$ cat src/rtl/serial_subtractor.sv
// Bit-serial N-bit subtractor: diff = A - B - Bin, one bit per clock, LSB first.
// Reports final borrow (Bout) and signed two's-complement Overflow on completion.
module serial_subtractor #(
    parameter int unsigned WIDTH = 8
) (
    input  logic             clk,
    input  logic             rst_n,
    input  logic             start,
    input  logic [WIDTH-1:0] A,
    input  logic [WIDTH-1:0] B,
    input  logic             Bin,
    output logic             busy,
    output logic             done,
    output logic [WIDTH-1:0] diff,
    output logic             Bout,
    output logic             Overflow
);

    localparam int unsigned CntW = (WIDTH > 1) ? $clog2(WIDTH) : 1;
    localparam logic [CntW-1:0] LastBit = CntW'(WIDTH - 1);

    typedef enum logic [1:0] {
        StIdle,
        StRun,
        StDone
    } state_e;

    state_e           state_q, state_d;
    logic [WIDTH-1:0] a_q, a_d;
    logic [WIDTH-1:0] b_q, b_d;
    logic [WIDTH-1:0] res_q, res_d;
    logic [WIDTH-1:0] diff_q, diff_d;
    logic [CntW-1:0]  cnt_q, cnt_d;
    logic             br_q, br_d;
    logic             bout_q, bout_d;
    logic             ovf_q, ovf_d;

    logic             a_bit, b_bit, d_bit, br_next;
    logic [WIDTH-1:0] res_shifted;

    // Full-subtractor cell on the bit selected by the counter.
    always_comb begin
        a_bit       = a_q[cnt_q];
        b_bit       = b_q[cnt_q];
        d_bit       = a_bit ^ b_bit ^ br_q;
        br_next     = (~a_bit & b_bit) | (~(a_bit ^ b_bit) & br_q);
        res_shifted = {d_bit, res_q[WIDTH-1:1]};
    end

    always_comb begin
        state_d = state_q;
        a_d     = a_q;
        b_d     = b_q;
        res_d   = res_q;
        diff_d  = diff_q;
        cnt_d   = cnt_q;
        br_d    = br_q;
        bout_d  = bout_q;
        ovf_d   = ovf_q;

        unique case (state_q)
            StIdle, StDone: begin
                if (start) begin
                    state_d = StRun;
                    a_d     = A;
                    b_d     = B;
                    br_d    = Bin;
                    cnt_d   = '0;
                end else begin
                    state_d = StIdle;
                end
            end
            StRun: begin
                res_d = res_shifted;
                br_d  = br_next;
                cnt_d = cnt_q + 1'b1;
                if (cnt_q == LastBit) begin
                    state_d = StDone;
                    diff_d  = res_shifted;
                    bout_d  = br_next;
                    // Operands of differing sign whose result sign differs from A.
                    ovf_d   = (a_q[WIDTH-1] ^ b_q[WIDTH-1]) & (d_bit ^ a_q[WIDTH-1]);
                end
            end
            default: state_d = StIdle;
        endcase
    end

    always_ff @(posedge clk or negedge rst_n) begin
        if (!rst_n) begin
            state_q <= StIdle;
            a_q     <= '0;
            b_q     <= '0;
            res_q   <= '0;
            diff_q  <= '0;
            cnt_q   <= '0;
            br_q    <= 1'b0;
            bout_q  <= 1'b0;
            ovf_q   <= 1'b0;
        end else begin
            state_q <= state_d;
            a_q     <= a_d;
            b_q     <= b_d;
            res_q   <= res_d;
            diff_q  <= diff_d;
            cnt_q   <= cnt_d;
            br_q    <= br_d;
            bout_q  <= bout_d;
            ovf_q   <= ovf_d;
        end
    end

    assign busy     = (state_q == StRun);
    assign done     = (state_q == StDone);
    assign diff     = diff_q;
    assign Bout     = bout_q;
    assign Overflow = ovf_q;

endmodule

$ cat config.mk
export PLATFORM = sky130hd
export DESIGN_NAME = serial_subtractor
export DESIGN_NICKNAME = d
export VERILOG_FILES = /design/src/rtl/serial_subtractor.sv
export SDC_FILE = /design/constraint.sdc
export NUM_CORES = 1
export LEC_CHECK = 0
export BUFFER_PORTS_ARGS = -buffer_cell sky130_fd_sc_hd__buf_4
export CAP_MARGIN = 20
export CELL_PAD_IN_SITES_DETAIL_PLACEMENT = 1
export CELL_PAD_IN_SITES_GLOBAL_PLACEMENT = 2
export CORE_UTILIZATION = 38
export CTS_BUF_LIST = sky130_fd_sc_hd__clkbuf_4
export CTS_CLUSTER_DIAMETER = 200
export DETAILED_ROUTE_END_ITERATION = 12
export PLACE_DENSITY_LB_ADDON = 0.1
export REMOVE_ABC_BUFFERS = 1
export SLEW_MARGIN = 20
export SYNTH_ARGS = -nofsm -noshare
export SYNTH_HDL_FRONTEND = slang
export SYNTH_SLANG_ARGS = --single-unit
$ cat constraint.sdc
create_clock -name clk -period 2.9 [get_ports clk]
set_input_delay 0.145 -clock clk [delete_from_list [all_inputs] [get_ports clk]]
set_output_delay 0.145 -clock clk [all_outputs]
set_load 0.05 [all_outputs]
==> run_results.csv, run 1 <==
group,metric,value,unit
run_status,status,"finished, final reports clean",
routing,drt_first_pass_iters,3,
cts,path_clk_slew,0.11,ns
timing,setup-tns-final,0,ns
setup_path,cp.required,3.10,ns
cells_and_area,register_area,976,um^2
routing,routed_via_density,5.01,
synth,synth_seq_area_share,58.8,%
timing,finalCritPeriodShare,83.3,%
cells_and_area,area_growth_syn_to_layout,21.3,%
timing,fin_ws,0.485,ns
synth,synth.yosys.warnings,0,
routing,avgRoutedWirePerCell,15.1,um
cts,cts_setup_buffers,0,
synth,ys_async_sr_fraction,100,%
cells_and_area,insertedDiodeCount,0,
synth,synth_cell_type_count,20,
worst_hold_path,hold_class,"in -> reg",
cells_and_area,drive_above_1_share,41.9,%
floorplan,coreArea,4090,um^2
timing,worst_slew_pin_slew,0.612,ns
placed_design,post-place-ws,0.473,ns
timing,slew_headroom,59.1,%
routing,ant_nets,0,
timing,rsz0062_at_grt,"no",
synth,syn_area_per_cell,13.8,um^2
global_route,grt_pass1_wl,5290,um
routing,wirelength,3100,um
timing,setup_viol,0,
pwr,switching_power,1.00,mW
pwr,p_int,1.54,mW
floorplan,initial_core_util,40.6,%
setup_path,worstSetupPathType,"reg -> reg",
global_route,grt_max_degree,40,
job,cap_violations,0,
cts,numClockSinks,39,
cts,htree_num_levels,2,
timing,whs,0.0322,ns
floorplan,die-area,4630,um^2
cells_and_area,nFillCells,438,
setup_path,path_max_fanout,6,
floorplan,io_pins,32,
cells_and_area,fin_nets,177,
cts,numCtsBuffers,5,
routing,drc,0,
floorplan,die_y,68.1,um
placed_design,port_buffers,31,
cts,root_buffer,"clkbuf_4",
pwr,total_power,2.54,mW
synth,synth_edf_count,0,
pwr,power_frac_seq,39.3,%
pwr,vdd_ir_drop_max,0.416,mV
setup_path,cp_cell_sequence,"mux4_1 > mux2_2 > fa_1 > and3b_1 > a21oi_1 > o21ai_0",
cells_and_area,multi_input_area,636,um^2
pwr,p_sw_share,39.5,%
timing,hold_viol_final,0,
floorplan,die_x,68.1,um
placed_design,gp_congestion,0.714,
setup_path,critPathCaptureType,"flop",
timing,slew_viol_final,0,
synth,synth_area,1660,um^2
placed_design,dpl.hpwl,2220,um
global_route,overflow,0,
setup_path,worstSetupStartpointType,"flop",
pwr,combPwrFrac,46.9,%
pwr,p_per_area,1260,nW/um^2
floorplan,placementRows,23,
timing,finClkSkew,0.00796,ns
setup_path,cp.arrival,2.62,ns
global_route,grt_pass1_vias,1078,
synth,synthFlopType,"dfrtp_1",
timing,max_freq,0.414,GHz
setup_path,max_stage_delay,0.60,ns
synth,synth_seq_cells,39,
cts,clock_path_buffers,2,
synth,synth_cells,120,
setup_path,cp_slowest_cell,"mux4_1",
pwr,leakage,0.971,nW
cts,insertion_delay,0.34,ns
routing,vias,1027,
global_route,grt_usage,16.2,%
routing,drt_iter0_markers,45,
cts,cts_tree,"yes",
timing,period_minus_slack,2.42,ns
global_route,antenna_found_initial,0,
pwr,p_clk_share,13.8,%
-- timing repair --
item | 4_1_cts | 5_1_grt
hold buffers | 1 | 0
endpoints found under the hold margin | 39 | 0
gates resized for setup | 0 | 0
-- worst paths after layout --
path | endpoint | start | slack (ns) | cells past startpoint
hold / removal | a_q[6] | A[6] | 0.03 | 2
max in group asynchronous | b_q[1] | rst_n | 2.26 | 2
hold reg to reg | Overflow | Overflow | 0.50 | 2
setup reg to reg | Overflow | cnt_q[0] | 0.48 | 6
min in group asynchronous | res_q[1] | rst_n | 0.30 | 2
setup / recovery | Overflow | cnt_q[0] | 0.48 | 6
-- metrics by stage --
| stage | std cells | util [%] | area (um^2) |
|---|---|---|---|
| after floorplan | 114 | - | 1620 |
| after global placement | 196 | 47.1 | 1930 |
| after detailed placement | 196 | 47.1 | 1930 |
| after CTS | 205 | 49.2 | 2010 |
| after global routing | 205 | 49.2 | 2010 |
| final | 205 | 49.2 | 2010 |
-- state kept, by name, indices dropped and copies added, names as in the netlist --
name	count
res_q	7
cnt_q	3
Bout	1
a_q	8
Overflow	1
br_q	1
state_q	2
b_q	8
diff	8
-- worst max-delay path: cells and delay by family (launching register included) --
family,cells,cell delay [ns]
multiplexers,2,0.89
AO/OA/AOI/OAI,2,0.18
flip-flops,1,0.50
AND/OR/NAND/NOR,1,0.20
adder cells (fa/ha/maj),1,0.51
-- cells by family (layout without fill, tap and decap cells) --
group	count (synthesis)	after routing	synth area share [%]
AO/OA/AOI/OAI	7	7	3.02
adder cells (fa/ha/maj)	3	3	2.71
buffers and inverters	9	44	2.87
flip-flops	39	39	58.8
multiplexers	31	31	24.6
AND/OR/NAND/NOR	31	31	7.99
-- area by class of cell --
cell class,instances,area share (%)
clock buffers,5,1.87
clock inverters,3,1.93
inverters,3,0.560
multi-input cells,72,31.6
flip-flops and latches,39,48.5
well taps,50,3.11
repair buffers,33,12.4
-- cell usage after synthesis, types with 2 or more instances --
| cell | instances | area (um^2) |
|---|---|---|
| dfrtp_1 | 39 | 976 |
| ha_1 | 2 | 25.0 |
| mux4_1 | 4 | 105 |
| nand2_1 | 23 | 86.3 |
| o21ai_0 | 2 | 10.0 |
| mux2_2 | 26 | 293 |
| nor2_1 | 3 | 11.3 |
| a22o_1 | 2 | 17.5 |
| buf_2 | 5 | 25.0 |
| inv_1 | 3 | 11.3 |
| nor2b_1 | 2 | 12.5 |
-- placed cells by master (no fill, tap or decap), drive strengths merged, types with 2 or more instances in the layout --
cell,count
nor2b,2
clkbuf,5
mux4,4
buf,32
nand2,23
a22o,2
clkinv,2
mux2,26
inv,3
dfrtp,39
ha,2
o21ai,2
nor2,3
-- routing by layer --
metal  track usage, %  wire [um]
met5                0          0
met4             7.03         55
met3             5.00        149
met2             24.9       1470
met1             21.1       1420
-- power groups by stage --
| stage | clock network, mW | logic, mW | registers (mW) |
|---|---|---|---|
| after floorplan | 0 | 0.673 | 1.19 |
| after global placement | 0 | 1.16 | 1.00 |
| after detailed placement | 0 | 1.21 | 1.02 |
| after CTS | 0.369 | 1.21 | 1.00 |
| after global routing | 0.389 | 1.31 | 1.04 |
| final | 0.350 | 1.19 | 0.998 |
(Power assumes the default switching activity.)
==> inputs of run 2 (changes only) <==
--- a/config.mk
+++ b/config.mk
@@ -9,7 +9,7 @@
 export CAP_MARGIN = 20
 export CELL_PAD_IN_SITES_DETAIL_PLACEMENT = 1
 export CELL_PAD_IN_SITES_GLOBAL_PLACEMENT = 2
-export CORE_UTILIZATION = 38
+export CORE_UTILIZATION = 35
 export CTS_BUF_LIST = sky130_fd_sc_hd__clkbuf_4
 export CTS_CLUSTER_DIAMETER = 200
 export DETAILED_ROUTE_END_ITERATION = 12
==> constraint.sdc (replaced) <==
create_clock -name clk -period 2 [get_ports clk]
set_input_delay 0.1 -clock clk [delete_from_list [all_inputs] [get_ports clk]]
set_output_delay 0.1 -clock clk [all_outputs]
set_load 0.05 [all_outputs]
==> run_results.csv, run 2 (synthesized netlist as in run 1, its figures left out) <==
group,metric,value,unit
pwr,p_per_area,1720,nW/um^2
timing,slew_headroom,67.2,%
cts,cts_tree,"yes",
worst_hold_path,hold_class,"in -> async",
placed_design,port_buffers,31,
cts,clock_path_buffers,2,
floorplan,placementRows,24,
floorplan,coreArea,4440,um^2
timing,finalCritPeriodShare,111,%
cells_and_area,fin_area,2320,um^2
cells_and_area,multi_input_area,643,um^2
routing,avgRoutedWirePerCell,14.4,um
setup_path,cp_cell_sequence,"mux4_2 > mux2_2 > fa_1 > and3b_1 > a21oi_2 > o21ai_1",
cts,root_buffer,"clkbuf_4",
cts,numClockSinks,39,
setup_path,worstSetupPathType,"reg -> reg",
global_route,grt_pass1_wl,6060,um
timing,max_freq,0.452,GHz
placed_design,gp_congestion,0.711,
cells_and_area,insertedDiodeCount,0,
run_status,violations,"negative setup slack",
cells_and_area,drive_above_1_share,47.6,%
cts,numCtsBuffers,5,
pwr,vdd_ir_drop_max,0.607,mV
global_route,grt_usage,16.1,%
setup_path,max_stage_delay,0.51,ns
timing,slew_viol_final,0,
setup_path,cp_slowest_cell,"mux4_2",
job,cap_violations,0,
setup_path,crit_start,"cnt_q[0]",
cts,insertion_delay,0.34,ns
placed_design,placed_cell_area,2020,um^2
global_route,grt_pass1_vias,1202,
routing,drc,0,
timing,rsz0062_at_grt,"yes",
global_route,antenna_found_initial,0,
routing,drt_first_pass_iters,6,
setup_path,worstSetupStartpointType,"flop",
floorplan,die_x,70.9,um
floorplan,die_y,70.9,um
pwr,leakage,1.10,nW
setup_path,path_max_fanout,4,
placed_design,place_inst,208,
cells_and_area,final_cell_mix,"buf_4, dfrtp_1, mux2_2",
timing,setup_viol,10,
floorplan,die-area,5020,um^2
cells_and_area,area_growth_syn_to_layout,39.7,%
timing,worst_slew_pin_slew,0.492,ns
routing,vias,1135,
routing,routed_via_density,4.75,
placed_design,dpl.hpwl,2320,um
setup_path,timing.critical_path.buf_inv,0,
timing,finClkSkew,0.00378,ns
cts,path_clk_slew,0.11,ns
run_status,status,"complete, but fails checks",
setup_path,rr_startpoint,"cnt_q[0]",
routing,ant_nets,0,
setup_path,critPathCaptureType,"flop",
cells_and_area,finalNonFillerCells,239,
floorplan,io_pins,32,
global_route,grt_max_degree,40,
floorplan,initial_core_util,37.3,%
timing,fin_ws,-0.212,ns
setup_path,cp.arrival,2.45,ns
setup_path,cp.required,2.24,ns
routing,wirelength,3450,um
timing,period_minus_slack,2.21,ns
cells_and_area,final_common_cell,"buf_4",
cts,htree_num_levels,2,
cells_and_area,register_area,977,um^2
global_route,overflow,0,
cells_and_area,fin_nets,210,
setup_path,cp_top_family,"multiplexers",
timing,hold_viol_final,0,
setup_path,regToRegSetupSlack,-0.21,ns
routing,drt_iter0_markers,32,
cells_and_area,nFillCells,459,
[run 2: changes by cell type in the layout (fill, tap and decap cells not counted), sizes merged]
cell / change
buf: +15
bufinv: -1
clkbuf: +1
dlygate4sd3: +17
[run 2: per-stage QoR]
step | total power [mW] | utilization [%] | setup slack, ns | hold slack (ns) | TNS [ns]
6_report | 3.99 | 52.1 | -0.212 | 0.258 | -0.612
4_1_cts | 3.95 | 50.5 | -0.275 | 0.267 | -0.606
3_3_place_gp | 3.39 | 45.4 | -0.221 | 0.0940 | -0.470
2_1_floorplan | 2.70 | - | -0.255 | -0.196 | -0.407
3_5_place_dp | 3.48 | 45.4 | -0.350 | 0.106 | -0.815
5_1_grt | 4.31 | 52.1 | -0.321 | 0.283 | -1.47
[run 2: per-layer routing]
metal	track usage, %	part of all wire (%)	vias up
met5	0	0	-
met4	5.33	1.3	0
met3	4.70	3.7	5
met2	25.3	48	25
met1	21.5	47	559
li1	-	-	546
[run 2: where the power goes]
group          leakage [nW]  internal, mW  total, mW  switching [mW]
sequential            0.470          1.18       1.44           0.255
combinational         0.601          1.10       2.19            1.09
clock                0.0285         0.125      0.367           0.242
[run 2: final timing paths]
kind / to / depth (start not counted)
min in group clk: state_q[0] / 4
hold reg to reg: res_q[1] / 2
hold / removal: diff[1] / 2
setup reg to reg: Overflow / 6
setup / recovery: Overflow / 6
max in group asynchronous: cnt_q[0] / 2
[run 2: area by class of cell]
| type | count | area share (%) |
|---|---|---|
| Clock inverter | 2 | 0.378 |
| Tap cell | 52 | 2.81 |
| Timing Repair Buffer | 66 | 24.8 |
| Clock buffer | 5 | 1.62 |
| Sequential cell | 39 | 42.2 |
| Multi-Input combinational cell | 72 | 27.8 |
| Inverter | 3 | 0.486 |
[run 2: repair_timing]
action                                  CTS  global route
endpoints found under the hold margin    56             0
gates cloned                              0             1
hold buffers                             18             0
endpoints found under the setup margin    4            11
buffers inserted                          1             4
pin swaps                                 2             3
gates resized for setup                   7             5
[run 2: worst register-to-register path, stage by stage, from the launching register on]
cell     delay (ns)
dfrtp_2        0.43
mux4_2         0.51
mux2_2         0.29
fa_1           0.51
and3b_1        0.21
a21oi_2        0.09
o21ai_1        0.06
